===== config.mk =====
export PLATFORM = sky130hd
export DESIGN_NAME = ristretto_prefetch_buffer
export DESIGN_NICKNAME = d
export VERILOG_FILES = /design/src/rtl/ristretto_prefetch_buffer.sv
export SDC_FILE = /design/constraint.sdc
export NUM_CORES = 1
export LEC_CHECK = 0
export CORE_UTILIZATION = 50
export DETAILED_ROUTE_END_ITERATION = 8
export PLACE_DENSITY = 0.82
export SLEW_MARGIN = 20
export SYNTH_ARGS = -nofsm -noshare
export SYNTH_HDL_FRONTEND = slang
export SYNTH_SLANG_ARGS = --single-unit

===== constraint.sdc =====
create_clock -name clk_i -period 4.8 [get_ports clk_i]
set_clock_uncertainty 0.1 [all_clocks]
set_input_delay 0.96 -clock clk_i [delete_from_list [all_inputs] [get_ports clk_i]]
set_output_delay 0.96 -clock clk_i [all_outputs]
set_load 0.03 [all_outputs]

===== src/rtl/ristretto_prefetch_buffer.sv =====
// Instruction prefetch buffer: issues sequential fetches, queues in-order
// responses with their PC, and discards stale responses after a redirect.
//
// Ports:
//   clk_i, rstn_i            clock, async active-low reset
//   pb_en_i                  fetch enable
//   pb_redirect_i/_pc_i      redirect strobe and target
//   instr_req_o/addr_o       memory request and address
//   instr_ready_i            memory accepts request
//   instr_valid_i/rdata_i    memory response
//   pb_valid_o/ready_i       show-ahead head handshake
//   pb_instr_o/pc_o          head instruction and its PC
//   pb_tag_o                 fetch epoch, toggles on redirect
//   pb_busy_o                requests in flight
module ristretto_prefetch_buffer #(
    parameter int unsigned          DataWidth = 32,
    parameter int unsigned          AddrWidth = 32,
    parameter int unsigned          Depth     = 4,
    parameter logic [AddrWidth-1:0] BootAddr  = '0
) (
    input  logic                 clk_i,
    input  logic                 rstn_i,
    input  logic                 pb_en_i,
    input  logic                 pb_redirect_i,
    input  logic [AddrWidth-1:0] pb_redirect_pc_i,
    output logic                 instr_req_o,
    output logic [AddrWidth-1:0] instr_addr_o,
    input  logic                 instr_ready_i,
    input  logic                 instr_valid_i,
    input  logic [DataWidth-1:0] instr_rdata_i,
    output logic                 pb_valid_o,
    input  logic                 pb_ready_i,
    output logic [DataWidth-1:0] pb_instr_o,
    output logic [AddrWidth-1:0] pb_pc_o,
    output logic                 pb_tag_o,
    output logic                 pb_busy_o
);

    localparam int unsigned PtrW = $clog2(Depth);
    localparam int unsigned CntW = $clog2(Depth + 1);
    localparam int unsigned SumW = CntW + 1;

    logic [DataWidth-1:0] mem_data [Depth];
    logic [AddrWidth-1:0] mem_pc   [Depth];

    logic [PtrW-1:0]      rd_ptr;
    logic [PtrW-1:0]      wr_ptr;
    logic [CntW-1:0]      count;
    logic [CntW-1:0]      outstanding;
    logic [CntW-1:0]      discard;
    logic [AddrWidth-1:0] fetch_pc;
    logic [AddrWidth-1:0] resp_pc;
    logic                 tag_q;

    logic                 credit;
    logic                 accept;
    logic                 resp;
    logic                 push;
    logic                 drop;
    logic                 pop;
    logic [AddrWidth-1:0] redir_pc;
    logic                 unused_pc_bits;

    assign unused_pc_bits = ^pb_redirect_pc_i[1:0];
    assign redir_pc = {pb_redirect_pc_i[AddrWidth-1:2], 2'b00};

    // Credit covers both queued entries and responses still owed,
    // so a push can never find the FIFO full.
    assign credit = ({1'b0, count} + {1'b0, outstanding}) < SumW'(Depth);

    // Gated with reset so the request is quiet while rstn_i is low.
    assign instr_req_o  = rstn_i & pb_en_i & ~pb_redirect_i & credit;
    assign instr_addr_o = fetch_pc;
    assign accept       = instr_req_o & instr_ready_i;

    // A response with nothing owed is spurious and ignored.
    assign resp = instr_valid_i & (outstanding != '0);
    assign push = resp & ~pb_redirect_i & (discard == '0);
    assign drop = resp & ~pb_redirect_i & (discard != '0);

    assign pb_valid_o = (count != '0);
    assign pop        = pb_valid_o & pb_ready_i & ~pb_redirect_i;
    assign pb_instr_o = pb_valid_o ? mem_data[rd_ptr] : '0;
    assign pb_pc_o    = pb_valid_o ? mem_pc[rd_ptr] : '0;
    assign pb_tag_o   = tag_q;
    assign pb_busy_o  = (outstanding != '0);

    always_ff @(posedge clk_i) begin
        if (push) begin
            mem_data[wr_ptr] <= instr_rdata_i;
            mem_pc[wr_ptr]   <= resp_pc;
        end
    end

    always_ff @(posedge clk_i or negedge rstn_i) begin
        if (!rstn_i) begin
            rd_ptr      <= '0;
            wr_ptr      <= '0;
            count       <= '0;
            outstanding <= '0;
            discard     <= '0;
            fetch_pc    <= BootAddr;
            resp_pc     <= BootAddr;
            tag_q       <= 1'b0;
        end else begin
            // No request is raised during a redirect, so this also
            // covers the redirect cycle.
            outstanding <= outstanding + CntW'(accept) - CntW'(resp);
            if (pb_redirect_i) begin
                rd_ptr   <= '0;
                wr_ptr   <= '0;
                count    <= '0;
                discard  <= outstanding - CntW'(resp);
                fetch_pc <= redir_pc;
                resp_pc  <= redir_pc;
                tag_q    <= ~tag_q;
            end else begin
                if (accept) begin
                    fetch_pc <= fetch_pc + AddrWidth'(4);
                end
                if (drop) begin
                    discard <= discard - CntW'(1);
                end
                if (push) begin
                    wr_ptr  <= wr_ptr + PtrW'(1);
                    resp_pc <= resp_pc + AddrWidth'(4);
                end
                if (pop) begin
                    rd_ptr <= rd_ptr + PtrW'(1);
                end
                count <= count + CntW'(push) - CntW'(pop);
            end
        end
    end

endmodule

==> results.md, run 1 <==
- Status: complete, no violations
- Syn avg cell area: between 15 and 20 µm²
- Setup TNS: 0 ns
- Pin count of the biggest net entering global routing: 66
- Setup violators final: 0
- Pleak: 5.76 nW
- Clk slew on worst S/H paths: 0.06 ns
- Least-Margin Pin Slew: 0.843 ns
- Number of I/O port buffers: 164
- Clock latency on the worst-skew pair: 0.50 ns
- Share of the clock period used by the worst path: 81.1%
- Ys async rst share: 23.0%
- Root buffer cell: clkbuf_16
- Worst path slowest cell: dfrtp_2
- Top cells by area, synth: edfxtp_1, dfrtp_1, mux4_2
- RSZ-0062 raised after global routing: false
- CP required: 3.74 ns
- Initial Util: 50.8%
- Antenna violations before repair: 0
- ANT cells: 0
- WL/cell: 20.1 µm
- Overflow after GRT: 0
- Final wirelength: 28500 µm
- Slowest Stage Delay on Critical Path: 0.88 ns
- Sink Count: ~320
- Max Cap Viol: 0
- Post-Syn Instances: about 870
- Worst Path Arrival: 2.83 ns
- R2R cell count: 10
- Layout cells sized above 1: 14.8%
- Largest area contributor in the netlist: edfxtp_1
- Most frequent cell after synthesis: edfxtp_1
- Synth Area in Compound Gates: 3.35%
- Slew Limit Fails: 0
- Final nets: ~1100
- Global-route wire length before repair: 45300 µm
- Netlist Area Pre-Place: 0.0137 mm²
- Max IR drop VDD: 264 µV
- Io pins: 171
- Mux cell area share after synthesis: 11.2%
- Post-CTS Setup Inserts: 0
- CTS tree: built
- CP Max Fanout: 30
- FP Rows: 60
- Resize count post-CTS: 0
- Pwr Density: 494 mW/mm²
- Via count: 8162
- Final Hold Viols: 0
- Die Height: roughly 170 µm
- Top-area cell type share of the netlist area: 54.5%
- Core box area: approximately 0.027 mm²
- Ys flop type: edfxtp_1
- GRT Util Overall: between 20% and 30%
- CP Cell Sequence: buf_4 > mux4_2 > and2_1 > clkdlybuf4s50_1
- Number of fill cells: around 1900
- Tmin final: 3.89 ns
- Sequential fraction of the synthesis area: between 60% and 70%
- Synth cell count leaders: edfxtp_1, dfrtp_1, and2_1, mux4_2, nand2_1
- Vias in the first global route: 8344
- Reg-to-Reg End: outstanding[1]
- Crit path kind: register to output port
- CP endpoint kind: output port
- Initial DRT Pass Iterations: 5
- Critical Path Start Type: register
- Synth Warn #: 0
- DIE WIDTH: 167 µm
- Total CTS buffers: 34
- Post-synth EDFFs: ~250
- Largest family of logic cells by synthesized area: multiplexers
- H-tree depth: 2
- Yosys reg bits: 322
- Post-Synth Simple-Gate Area: between 10% and 20%
- Post-Synth XOR/XNOR Area: 2.95%
- Residual DRC count: 0
- Dpl hpwl: 18200 µm
- Slew Limit Headroom: 43.6%
- Place WS: 1.19 ns
- Post-route ant nets: 0
- GP Congestion: roughly 0.92
- Hold-fix buffers at CTS: 0
- Adder-cell share of the synthesized area: 1.76%
- Vias per cell: 5.76
- Area of the die: 0.0280 mm²
- Post-synthesis to final-layout area growth: 23.3%
- Reg-to-Reg Start: outstanding[2]
- Initial DRC Count: 601
- Deepest clock path buffer count: 3
- R2r setup slk: roughly 1.7 ns
- Worst setup margin: 0.909 ns
- Netlist cell types: 48
- Type of the tightest min-delay check: input pin to asynchronous set/reset pin
- Achievable Freq: 0.257 GHz
==> kinds of logic after synthesis <==
kind of cell | Yosys count
other | 1
multiplexers | 74
AND/OR/NAND/NOR | 269
adder cells (fa/ha/maj) | 18
flip-flops | 322
XOR/XNOR | 46
buffers and inverters | 66
AO/OA/AOI/OAI | 75
==> worst max path at each step <==
| stage | slack (ns) | end | cells past startpoint | startpoint |
|---|---|---|---|---|
| after detailed placement | 1.19 | instr_req_o | 4 | rstn_i |
| after CTS | 0.81 | pb_pc_o[23] | 3 | count[1] |
| after floorplan | 0.96 | mem_data[0][0] | 5 | pb_redirect_i |
| after global placement | 1.20 | instr_req_o | 4 | rstn_i |
| after global routing | 0.77 | pb_instr_o[5] | 4 | rd_ptr[1] |
| final | 0.91 | pb_instr_o[5] | 4 | rd_ptr[1] |
==> per-layer routing <==
layer	vias to the layer above	routed length (µm)	GRT usage [%]
li1	3698	-	-
met1	4077	12300	29.0
met2	345	13700	34.0
met3	42	1990	3.62
met4	0	544	5.90
met5	-	0	0
==> critical path: cells and delay by family, from the launching register on <==
kind	cells	cell delay, ns
mux	1	0.34
flops	1	0.88
buf+inv	2	0.95
simple gates	1	0.17
==> flip-flops by register name, summed over array words and instances, names as in the netlist <==
name,count
mem_data,128
resp_pc,30
wr_ptr,2
count,3
outstanding,3
discard,3
pb_tag_o,1
rd_ptr,2
mem_pc,120
instr_addr_o,30
==> cell type report <==
cell class	count	area, µm²	area share (%)
clock inverter	17	104	0.617
sequential	322	9300	55.3
multi-input combinational	486	4120	24.5
inverter	21	78.8	0.468
clock buffer	45	956	5.68
tap	341	427	2.53
timing repair buffer	185	1850	11.0
==> per-stage QoR <==
stage          std cells  util (%)  hold slack (ns)  total power, mW  area (µm²)
6_report            1417      62.7            0.331             8.31       16800
5_1_grt             1417      62.7            0.361             8.67       16800
4_1_cts             1417      62.6            0.337             8.40       16800
3_5_place_dp        1355      58.7            0.364             5.92       15800
3_3_place_gp        1355      58.7            0.360             5.87       15800
2_1_floorplan        874         -            0.394             4.97       13700
==> report_power, final <==
| group | total (mW) | switching, mW | internal (mW) | leakage, nW |
|---|---|---|---|---|
| registers | 3.40 | 0.210 | 3.19 | 3.13 |
| logic | 2.44 | 1.31 | 1.13 | 2.11 |
| clock network | 2.48 | 1.02 | 1.46 | 0.513 |
==> layout by cell type, fill, tap and decap left out, types with 10 or more instances in the layout <==
| cell type | count |
|---|---|
| xor2_1 | 26 |
| nand4_1 | 21 |
| o21ai_0 | 39 |
| clkinv_1 | 10 |
| and3_1 | 11 |
| mux2_2 | 11 |
| buf_4 | 16 |
| edfxtp_1 | 248 |
| and2_1 | 65 |
| clkbuf_16 | 37 |
| xnor2_1 | 20 |
| mux4_2 | 62 |
| nand3_1 | 36 |
| nor2_1 | 25 |
| ha_1 | 16 |
| dfrtp_1 | 72 |
| nand2_1 | 61 |
| clkdlybuf4s50_1 | 162 |
| inv_1 | 19 |
Note: power is estimated with default switching activity, not from simulation.
==> run 2: changes to the inputs <==
==> constraint.sdc (replaced) <==
create_clock -name clk_i -period 3.8 [get_ports clk_i]
set_clock_uncertainty 0.1 [all_clocks]
set_input_delay 0.76 -clock clk_i [delete_from_list [all_inputs] [get_ports clk_i]]
set_output_delay 0.76 -clock clk_i [all_outputs]
set_load 0.03 [all_outputs]
==> run 2 against run 1 <==
Sequential power increased by 26%. Combinational power rose by 27%. Die area stayed put. Global-route usage is 0.16 points lower. Core utilization grew 0.70 points. Register-to-register slack lost 1.1 ns. First-iteration DRC count grew 11%. Via count fell by 0.58%. Power increased by 30%. Cell area increased by 1.1%. Count of clock-buffer cells in the layout decreased by 5. Non-clock buffer count is 7 higher. Critical path type unchanged.
==> results.md, run 2 (synthesis gave the netlist of run 1 again) <==
- Reg-to-Reg Start: outstanding[1]
- Clk network pwr share: 31.5%
- Deepest clock path buffer count: 3
- Switching pwr: 3.21 mW
- Via count: 8115
- Slew Limit Headroom: 27.3%
- CP Max Fanout: 14
- CP required: 2.94 ns
- Initial Util: between 50% and 60%
- RSZ-0062 raised after global routing: false
- Max IR drop VDD: around 320 µV
- R2R cell count: 12
- Worst Path Arrival: 2.78 ns
- Post-CTS Setup Inserts: 0
- Largest Register: mem_data
- Dpl cells: 1362
- Pwr Density: 634 mW/mm²
- Slowest Stage Delay on Critical Path: ~0.60 ns
- Final Hold Viols: 0
- Overflow after GRT: 0
- ANT cells: 0
- Initial DRC Count: between 600 and 700
- Residual DRC count: 0
- Tmin final: roughly 3.6 ns
- Global-route wire length before repair: 45000 µm
- CTS tree: built
- Vias per cell: between 5 and 6
- Final Non-Filler Cells: 1422
- Switching portion of total power: ~30%
- CP Cell Sequence: buf_4 > mux4_2 > and2_1 > clkdlybuf4s50_1
- Clock latency on the worst-skew pair: 0.51 ns
- GP Congestion: 0.913
- Initial DRT Pass Iterations: 5
- Crit path kind: register to output port
- Pin count of the biggest net entering global routing: 66
- Resize count post-CTS: 0
- Setup TNS: 0 ns
- DIE WIDTH: 167 µm
- Internal power: 7.59 mW
- Type of the tightest min-delay check: input pin to asynchronous set/reset pin
- Pleak: 5.86 nW
- Worst path slowest cell: dfrtp_4
- Most frequent cells in the layout: edfxtp_1, clkdlybuf4s50_1, dfrtp_1
- Slew Limit Fails: 0
- WL/cell: 19.7 µm
- Comb power frac: 28.8%
- Largest register FFs: 128
- Clk slew on worst S/H paths: 0.06 ns
- Least-Margin Pin Slew: 1.08 ns
- Share of the clock period used by the worst path: a little over nine tenths
- Vias in the first global route: 8408
- Dpl hpwl: 18000 µm
- GRT Util Overall: between 20% and 30%
- Final wirelength: 28100 µm
- CP Launch Point: rd_ptr[0]
- Sink Count: 322
- Antenna violations before repair: 0
- Final nets: 1146
- Number of I/O port buffers: 164
- Critical Path Start Type: register
- H-tree depth: 2
- Setup violators final: 0
- Top Registers: mem_data: 128 flops, mem_pc: 120 flops
- Achievable Freq: 0.275 GHz
- FP Rows: 60
- Total CTS buffers: 34
- Root buffer cell: clkbuf_16
- Layout cells sized above 1: 16.0%
- Die Height: 167 µm
- Sequential share of power: 39.7%
- Most common cell after layout, fill and taps aside: edfxtp_1
- Status: complete, no violations
- CP endpoint kind: output port
- Min Hold Slack: 0.164 ns
- Hold-fix buffers at CTS: 0
- Post-synthesis to final-layout area growth: 24.6%
- Core box area: roughly 0.027 mm²
- Area of the die: 0.0280 mm²
- Max Cap Viol: 0
- Io pins: about 170
- Post-route ant nets: 0
==> run 2: cell count changes in the layout (fill, tap and decap cells not counted), sizes merged <==
cell / previous run / this run
buf: 23 / 30
clkinvlp: 2 / 3
clkbuf: 45 / 40
clkinv: 15 / 12
inv: 20 / 21
bufinv: 1 / 5
==> run 2: area by class of cell <==
| cell class | count | area, µm² |
|---|---|---|
| fillers | 1931 | 9850 |
| inverters | 21 | 78.8 |
| flip-flops and latches | 322 | 9300 |
| clock inverters | 20 | 233 |
| repair buffers | 192 | 1940 |
| multi-input cells | 486 | 4110 |
| well taps | 341 | 427 |
| clock buffers | 40 | 937 |
==> run 2: path summary, 6_finish.rpt <==
kind | endpoint | slack, ns
worst max-delay path | pb_instr_o[2] | 0.16
worst min-delay path | instr_addr_o[9] | 0.16
worst max register to register | count[2] | 0.65
worst min register to register | pb_tag_o | 0.37
max in group asynchronous | rd_ptr[0] | 2.35
min in group clk_i | pb_tag_o | 0.37
==> run 2: critical path: cells and delay by family, from the launching register on <==
family	cells	cell delay, ns
muxes	1	0.54
and+or+nand+nor	1	0.18
DFF	1	0.60
buffers and inverters	2	0.94
==> run 2: power by group through the flow <==
stage                     combinational (mW)  clock (mW)  sequential (mW)
after global routing                    3.33        3.59             4.32
after CTS                               3.16        3.48             4.28
after floorplan                         1.96           0             4.33
after global placement                  3.11           0             4.33
after detailed placement                3.15           0             4.35
final                                   3.11        3.41             4.28
==> run 2: metal layers <==
layer / vias up / track usage [%] / share of wire [%]
met5: - / 0 / 0
met4: 0 / 5.38 / 1.7
met3: 39 / 3.24 / 6.0
met2: 318 / 33.7 / 48
met1: 4062 / 29.3 / 45
li1: 3696 / - / -
==> run 2: through the flow <==
step	instance area, µm²	power, mW	util [%]	setup slack [ns]
after floorplan	13700	6.28	-	0.157
after global placement	15900	7.44	59.0	0.598
final	17000	10.8	63.4	0.163
after detailed placement	15900	7.50	59.0	0.592
after global routing	17000	11.2	63.4	0.0404
after CTS	17000	10.9	63.4	0.109
==> run 3: changes to the inputs <==
--- a/config.mk
+++ b/config.mk
@@ -6,6 +6,7 @@
 export NUM_CORES = 1
 export LEC_CHECK = 0
 export CORE_UTILIZATION = 50
+export CTS_CLUSTER_DIAMETER = 200
 export DETAILED_ROUTE_END_ITERATION = 8
 export PLACE_DENSITY = 0.82
 export SLEW_MARGIN = 20
==> results of run 3 <==
The final DEF is identical to that of run 2; final timing and power are the same.
